$ cat src/rtl/mii_tx_arbiter.sv
// Frame-level round-robin arbiter + MII nibble serializer (preamble/SFD insertion, IFG enforcement).
// Latency: grant registers on the arbitration edge, first preamble nibble on the following cycle; bytes appear 1 cycle after fetch.
// Backpressure: sources see tready only at byte-fetch slots (SFD, DATA_HI of a non-last byte) and in DRAIN; missing data aborts the frame.
module mii_tx_arbiter #(
    parameter int IFG_BYTES    = 12,
    parameter int PREAMBLE_NIB = 15
) (
    input  logic       mac_mii_tx_clk,
    input  logic       rst_n,
    input  logic [7:0] s0_tdata,
    input  logic       s0_tvalid,
    output logic       s0_tready,
    input  logic       s0_tlast,
    input  logic       s0_tuser,
    input  logic [7:0] s1_tdata,
    input  logic       s1_tvalid,
    output logic       s1_tready,
    input  logic       s1_tlast,
    input  logic       s1_tuser,
    output logic [3:0] mac_mii_txd,
    output logic       mac_mii_tx_en,
    output logic       mac_mii_tx_er,
    output logic [1:0] grant,
    output logic       underrun
);

    localparam int IFG_CYC = 2 * IFG_BYTES;
    localparam int CNT_MAX = (IFG_CYC > PREAMBLE_NIB) ? IFG_CYC : PREAMBLE_NIB;
    localparam int CW      = (CNT_MAX < 2) ? 1 : $clog2(CNT_MAX);
    localparam logic [CW-1:0] PRE_LAST = CW'(PREAMBLE_NIB - 1);
    localparam logic [CW-1:0] IFG_LAST = CW'(IFG_CYC - 1);
    localparam logic [CW-1:0] ERR_LAST = CW'(1);
    localparam bit ZERO_IFG = (IFG_CYC == 0);

    typedef enum logic [2:0] {
        IDLE, PREAMBLE, SFD, DATA_LO, DATA_HI, ERR, DRAIN, IFG
    } state_t;

    state_t        state_q;
    logic [CW-1:0] cnt_q;
    logic [1:0]    grant_q;
    logic          last_s1_q;   // 1: source 1 was granted most recently
    logic [7:0]    byte_q;
    logic          blast_q;
    logic          buser_q;
    logic [3:0]    txd_q;
    logic          tx_en_q;
    logic          tx_er_q;
    logic          underrun_q;

    logic [7:0] sel_dat;
    logic       sel_vld;
    logic       sel_last;
    logic       sel_user;
    logic       fetch;
    logic       take;
    logic       frame_end;
    logic       req_any;
    logic       arb_last_s1;
    logic [1:0] pick;
    logic       start_go;

    // Granted-source mux, fetch slots and round-robin pick
    always_comb begin
        sel_dat   = grant_q[1] ? s1_tdata  : s0_tdata;
        sel_vld   = grant_q[1] ? s1_tvalid : s0_tvalid;
        sel_last  = grant_q[1] ? s1_tlast  : s0_tlast;
        sel_user  = grant_q[1] ? s1_tuser  : s0_tuser;
        fetch     = (state_q == SFD) || (state_q == DATA_HI && !blast_q);
        take      = fetch || (state_q == DRAIN);
        frame_end = (state_q == DATA_HI && blast_q) ||
                    (state_q == DRAIN && sel_vld && sel_last);
        req_any   = s0_tvalid || s1_tvalid;
        // On a zero-gap restart the frame just finishing counts as the last grant
        arb_last_s1 = (state_q == IDLE || state_q == IFG) ? last_s1_q : grant_q[1];
        if (s0_tvalid && s1_tvalid) begin
            pick = arb_last_s1 ? 2'b01 : 2'b10;
        end else if (s0_tvalid) begin
            pick = 2'b01;
        end else begin
            pick = 2'b10;
        end
        start_go = req_any && ((state_q == IDLE) ||
                               (state_q == IFG && cnt_q == IFG_LAST) ||
                               (ZERO_IFG && frame_end));
    end

    assign s0_tready     = grant_q[0] & take;
    assign s1_tready     = grant_q[1] & take;
    assign mac_mii_txd   = txd_q;
    assign mac_mii_tx_en = tx_en_q;
    assign mac_mii_tx_er = tx_er_q;
    assign grant         = grant_q;
    assign underrun      = underrun_q;

    // Frame FSM with registered MII outputs; later statements (frame end, frame start) override the case arms
    always_ff @(posedge mac_mii_tx_clk or negedge rst_n) begin
        if (!rst_n) begin
            state_q    <= IDLE;
            cnt_q      <= '0;
            grant_q    <= 2'b00;
            last_s1_q  <= 1'b1;
            byte_q     <= 8'h00;
            blast_q    <= 1'b0;
            buser_q    <= 1'b0;
            txd_q      <= 4'h0;
            tx_en_q    <= 1'b0;
            tx_er_q    <= 1'b0;
            underrun_q <= 1'b0;
        end else begin
            underrun_q <= 1'b0;
            case (state_q)
                IDLE: begin
                    cnt_q <= '0;
                end
                PREAMBLE: begin
                    if (cnt_q == PRE_LAST) begin
                        state_q <= SFD;
                        txd_q   <= 4'hD;
                    end else begin
                        cnt_q <= cnt_q + CW'(1);
                    end
                end
                SFD, DATA_HI: begin
                    if (fetch) begin
                        if (sel_vld) begin
                            byte_q  <= sel_dat;
                            blast_q <= sel_last;
                            buser_q <= sel_user;
                            state_q <= DATA_LO;
                            txd_q   <= sel_dat[3:0];
                            tx_er_q <= sel_user;
                        end else begin
                            // Starved mid-frame: poison the frame on the wire
                            underrun_q <= 1'b1;
                            state_q    <= ERR;
                            cnt_q      <= '0;
                            txd_q      <= 4'h0;
                            tx_er_q    <= 1'b1;
                        end
                    end
                end
                DATA_LO: begin
                    state_q <= DATA_HI;
                    txd_q   <= byte_q[7:4];
                    tx_er_q <= buser_q;
                end
                ERR: begin
                    if (cnt_q == ERR_LAST) begin
                        state_q <= DRAIN;
                        tx_en_q <= 1'b0;
                        tx_er_q <= 1'b0;
                    end else begin
                        cnt_q <= cnt_q + CW'(1);
                    end
                end
                DRAIN: begin
                    cnt_q <= '0;
                end
                IFG: begin
                    if (cnt_q == IFG_LAST) begin
                        state_q <= IDLE;
                        cnt_q   <= '0;
                    end else begin
                        cnt_q <= cnt_q + CW'(1);
                    end
                end
                default: state_q <= IDLE;
            endcase

            if (frame_end) begin
                grant_q   <= 2'b00;
                last_s1_q <= grant_q[1];
                tx_en_q   <= 1'b0;
                tx_er_q   <= 1'b0;
                txd_q     <= 4'h0;
                cnt_q     <= '0;
                state_q   <= ZERO_IFG ? IDLE : IFG;
            end

            if (start_go) begin
                grant_q <= pick;
                state_q <= PREAMBLE;
                cnt_q   <= '0;
                txd_q   <= 4'h5;
                tx_en_q <= 1'b1;
                tx_er_q <= 1'b0;
            end
        end
    end

endmodule

$ cat config.mk
export PLATFORM = sky130hd
export DESIGN_NAME = mii_tx_arbiter
export DESIGN_NICKNAME = d
export VERILOG_FILES = /design/src/rtl/mii_tx_arbiter.sv
export SDC_FILE = /design/constraint.sdc
export NUM_CORES = 1
export LEC_CHECK = 0
export ABC_CLOCK_PERIOD_IN_PS = 1750
export CORE_MARGIN = 8
export CORE_UTILIZATION = 46
export DETAILED_ROUTE_END_ITERATION = 8
export PLACE_DENSITY_LB_ADDON = 0.05
export SYNTH_ARGS = -nofsm -noshare
export SYNTH_HDL_FRONTEND = slang
export SYNTH_SLANG_ARGS = --single-unit
$ cat constraint.sdc
create_clock -name mac_mii_tx_clk -period 1.75 [get_ports mac_mii_tx_clk]
set_input_delay 0.2625 -clock mac_mii_tx_clk [delete_from_list [all_inputs] [get_ports mac_mii_tx_clk]]
set_output_delay 0.2625 -clock mac_mii_tx_clk [all_outputs]
set_load 0.05 [all_outputs]
### Yosys cells after proc, flatten, opt, wreduce, memory -nomap -nowiden

Index checks and enable logic that the tools add are counted.

* add/sub/neg operators: 1
* equality and inequality tests: 17
* muxes and demuxes: 44
* bitwise gates (word level): 2
* reduce and logical (&&, ||, !) cells: 30

Operators by type and width (count)
* $mux W5: 7
* $pmux W5 S5: 1
* $ne A4 B4 Y1 const B: 6
* $mux W3: 7
* $mux W4: 5
* $mux W1: 15
* $pmux W3 S5: 1
* $reduce_bool A7 Y1: 2
* $eq A3 B3 Y1 const B: 4
* $pmux W4 S3: 1
* $mux W2: 5
* $reduce_and A5 Y1: 2
* $reduce_bool A5 Y1: 2
* $reduce_and A3 Y1: 3
* $mux W8: 1
* $logic_and A1 B1 Y1: 7
* $eq A3 B2 Y1 const B: 2
* $logic_or A1 B1 Y1: 6
* $reduce_bool A3 Y1: 2
* $add A5 B1 Y5 const B: 1
* $eq A5 B1 Y1 const B: 1
* $eq A5 B4 Y1 const B: 1
* $eq A5 B5 Y1 const B: 1
* $ne A4 B3 Y1 const B: 1
* other kinds (8): 10

* register bits after elaboration: 28
* input bits: 24
* output and inout bits: 11
* word-level logic and storage cells: 105

### Longest topological paths before layout

* word-level depth: 7
* depth in mapped cells: 7
* mapped depth without buffers: 7

### Worst setup path before layout

OpenSTA, ideal clock, no wires.

* kind: reg-to-output
* start point: register state_q[2]
* end point: output s0_tready
* data arrival time: 2072 ps
* data required time: 1487 ps
* slack: -585 ps
* cell stages (with the launch flop): 5
* buffers on the path: 2
* path through: dfrtp_1 buf_2 buf_1 a21oi_1 nor3b_1

* longest elaborated chain between the ends: 5
* elaborated cells on any way between the ends: 7
* classes of those cells: 3 x eq/ne; 1 x bitwise; 3 x reduce/logical

RTL lines
* start: declaration: RTL line 39 `state_t state_q;`
* start signal: assignment: RTL line 178 `state_q <= ZERO_IFG ? IDLE : IFG;`
* $eq A3 B3 Y1: RTL line 69 `fetch = (state_q == SFD) || (state_q == DATA_HI && !blast_q);`
* $logic_and A1 B1 Y1: RTL line 69
* $logic_or A1 B1 Y1: RTL line 69
* $logic_or A1 B1 Y1 (*): RTL line 70 `take = fetch || (state_q == DRAIN);`
* $and A1 B1 Y1 (*): RTL line 88 `assign s0_tready = grant_q[0] & take;`
* end: declaration: RTL line 12 `output logic s0_tready,`

Mark *: on every way between the ends. The rest lies on a longest branch, timed or not.

### Worst setup path after layout

* start point: register cnt_q[1]
* end point: register cnt_q[3]

* longest elaborated chain between the ends: 6
* elaborated cells on any way between the ends: 19
* classes of those cells: 1 x add/sub; 7 x eq/ne; 6 x mux; 5 x reduce/logical

RTL lines
* start: declaration: RTL line 40 `logic [CW-1:0] cnt_q;`
* start signal: assignment: RTL line 121 `cnt_q <= cnt_q + CW'(1);`
* start signal: assignment: RTL line 154 `cnt_q <= cnt_q + CW'(1);`
* start signal: assignment: RTL line 165 `cnt_q <= cnt_q + CW'(1);`
* branches (longest 6 deep; another with $add A5 B1 Y5)

Several ways; the timed one is not identified. The select of a mux whose other input is x is not followed.
A chain may end at the register's enable or synchronous reset.

==> impl_results.md <==
- Most frequent cells in the layout: 47 x buf_4, 23 x clkdlybuf4s50_1, 20 x dfrtp_1
- Syn Nets: around 220
- # IOs: 35
- Sequential power share: 0.226
- Switching Share: 0.452
- Critical-path maximum fanout: 3
- Final setup margin: -126 ps
- Yosys top cell by area: dfrtp_1
- Peak supply drop: ~0.0011 V
- Clock Path Buffers: 2
- R2r setup slk: -130 ps
- Clock Latency Late Sink: about 330 ps
- YS warnings: 0
- Clock slew at reported path FFs: roughly 140 ps
- Area grow syn2layout: 58.4%
- Net Sw Power: 1.98 mW
- Post-synthesis register bit count: 24
- Failing checks: negative setup slack
- GRT Total Usage: 0.184
- CP endpoint kind: flip-flop
- Synth async-reset ratio: 1.00
- Cell area after synthesis: around 1600 µm²
- Hold Path Class: in2async
- Setup violations, final: 12
- Max layer used: met4
- Final Critical Period: between 1500 and 2000 ps
- Syn Area/Cell: approximately 8.6 µm²
- GP Congestion: roughly 0.87
- Initial drt markers: around 140
- WP data arrival: 2140 ps
- CTS buffer count: 3
- Critical R2R Launch: cnt_q[1]$_DFFE_PN0P_
- Achievable Freq: about 530 MHz
- Die Width: roughly 75 µm
- Outcome: finished with violations
- Rel. slew slack: 0.599
- Final setup skew: roughly 9 ps
- Hpwl dp: 3820 µm
- Vias in the first global route: between 1500 and 2000
- Leakage power: around 1.1 nW
- WL met2: about 2700 µm
- M1 wire length: about 2100 µm
- DR pass1 iterations: 4
- Tightest Pin Transition: around 600 ps
- DRC viols: 0
- Final WL: 5330 µm
- Final Max Tran Viols: 0
- Pint: 2.40 mW
- Core area: ~3400 µm²
- RSZ-0062 raised after global routing: true
- Drt wl/cell: approximately 17 µm
- Final Hold Viols: 0
- DR vias: roughly 1700
- FF-to-FF path depth: 8
- Fin area: approximately 2600 µm²
- Mapped Cells: ~190
- Initial antenna violation count: 0
- Site Rows: 21
- Starting Density: 0.480
- Most common cell after layout, fill and taps aside: buf_4
- Die area: 5660 µm²
- Comb pwr share: 0.679
- First-pass GRT wire length: approximately 8100 µm
- Inserted Diodes: 0
- Sequential fraction of the synthesis area: 0.373
- Pin count of the biggest net entering global routing: 25
- Final global-route overflow total: 0
- WS Path Type: reg2reg
- Clk root buf: clkbuf_4
- Worst endpoint required time: 2020 ps
- Prevailing post-synth register cell: dfrtp_1
- Share of cells above drive strength 1: 0.373
- Synth top area share: 0.357
- Number of synthesized flops with an enable pin: 0
- Max-Cap Viols: 0
- Clock share of power: 0.095
- Nets: about 290
- Distinct cells, synth: 55
- Number of buffers added on ports: 34
- PwrDens: 1710 nW/µm²
- Crit path launch type: flip-flop
- Routed Antenna Nets: 0
- Synth top area cells: dfrtp_1 36%, a21oi_1 5.3%, mux2i_1 5.0%
- CTS tree: yes
- Cell Area, Placed: 2210 µm²
- Vias per Instance: between 5 and 6
- Clk sinks: 24
- RR Endpoint: cnt_q[3]$_DFFE_PN0P_
- Htree depth: 1
- Height of the die: ~75 µm
- Util after Layout: 0.760
- Post-CTS Hold Fix Bufs: 0
- Met3 WL: between 300 and 400 µm
- Fin crit share: 1.07
-- final cells by class --
cell class              count  area [µm²]
clock buffers               3        22.5
clock inverters             1        30.0
fillers                   264         806
inverters                  11        46.3
multi-input cells         141        1070
flip-flops and latches     24         606
well taps                  46        57.6
repair buffers             80         723
-- what timing repair did --
action,CTS,global route
endpoints found under the setup margin,20,22
pin swaps,9,19
gates cloned,0,0
resized for setup,9,30
setup buffers,5,10
-- cells in the mapped netlist, drive strengths merged, types with 3 or more instances --
cell	instances
a21oi	17
buf	11
dfrtp	23
ha	3
inv	10
mux2	4
mux2i	8
nand2	18
nand2b	6
nand3	5
nor2	19
nor2b	3
nor3	5
o21ai	10
o22ai	5
o2bb2ai	3
-- worst max-delay path: stages, from the launching register on --
cell and delay [ps]:
dfrtp_1 410, buf_6 130, ha_2 170, nand4_1 170
buf_4 170, inv_1 50, a2111oi_1 440, a21oi_1 100
o2bb2ai_1 170
-- how the worst max path moves through the flow --
stage / startpoint / end / slack (ps) / cells past startpoint
6_report: cnt_q[1]$_DFFE_PN0P_ / cnt_q[3]$_DFFE_PN0P_ / -130 / 8
5_1_grt: cnt_q[1]$_DFFE_PN0P_ / cnt_q[3]$_DFFE_PN0P_ / -210 / 8
4_1_cts: cnt_q[1]$_DFFE_PN0P_ / cnt_q[1]$_DFFE_PN0P_ / -110 / 7
3_5_place_dp: s0_tvalid / state_q[1]$_DFFE_PN0P_ / -240 / 6
3_3_place_gp: s0_tvalid / state_q[1]$_DFFE_PN0P_ / -210 / 6
2_1_floorplan: grant[1]$_DFFE_PN0P_ / state_q[1]$_DFFE_PN0P_ / -150 / 7
-- sequential cells by signal (all words and copies together) (netlist names) --
signal         cells
cnt_q              5
buser_q            1
grant              2
mac_mii_tx_en      1
underrun           1
byte_q             4
mac_mii_tx_er      1
last_s1_q          1
mac_mii_txd        4
state_q            3
blast_q            1
-- cells by family (layout without fill, tap and decap cells) --
logic type	Yosys count	in the layout	share of synthesized area
buffers and inverters	23	95	0.0659
AND/OR/NAND/NOR	69	69	0.219
AO/OA/AOI/OAI	56	56	0.236
flip-flops	24	24	0.373
adder cells (fa/ha/maj)	3	3	0.0233
XOR/XNOR	1	1	0.00543
multiplexers	12	12	0.0775
-- power by group through the flow --
stage	logic (mW)	registers [mW]	clock network, mW
after floorplan	1.33	1.19	0
after global placement	2.28	1.01	0
after detailed placement	2.34	1.02	0
after CTS	2.43	1.01	0.424
after global routing	3.16	1.02	0.438
final	2.97	0.989	0.414
-- through the flow --
step	total power, mW	setup slack, ps	TNS [ps]	std cells	hold WS, ps
detailed placement	3.36	-239	-3050	287	504
finish	4.38	-126	-776	306	281
CTS	3.86	-108	-622	296	275
floorplan	2.52	-152	-619	188	-33.1
global placement	3.29	-209	-2370	287	495
global route	4.62	-207	-1710	306	328
-- layer usage --
| layer | up-vias | global-route usage |
|---|---|---|
| li1 | 825 | - |
| met1 | 857 | 0.226 |
| met2 | 58 | 0.311 |
| met3 | 9 | 0.0306 |
| met4 | 0 | 0.0746 |
| met5 | - | 0 |
Power figures use the tool's default switching activity.
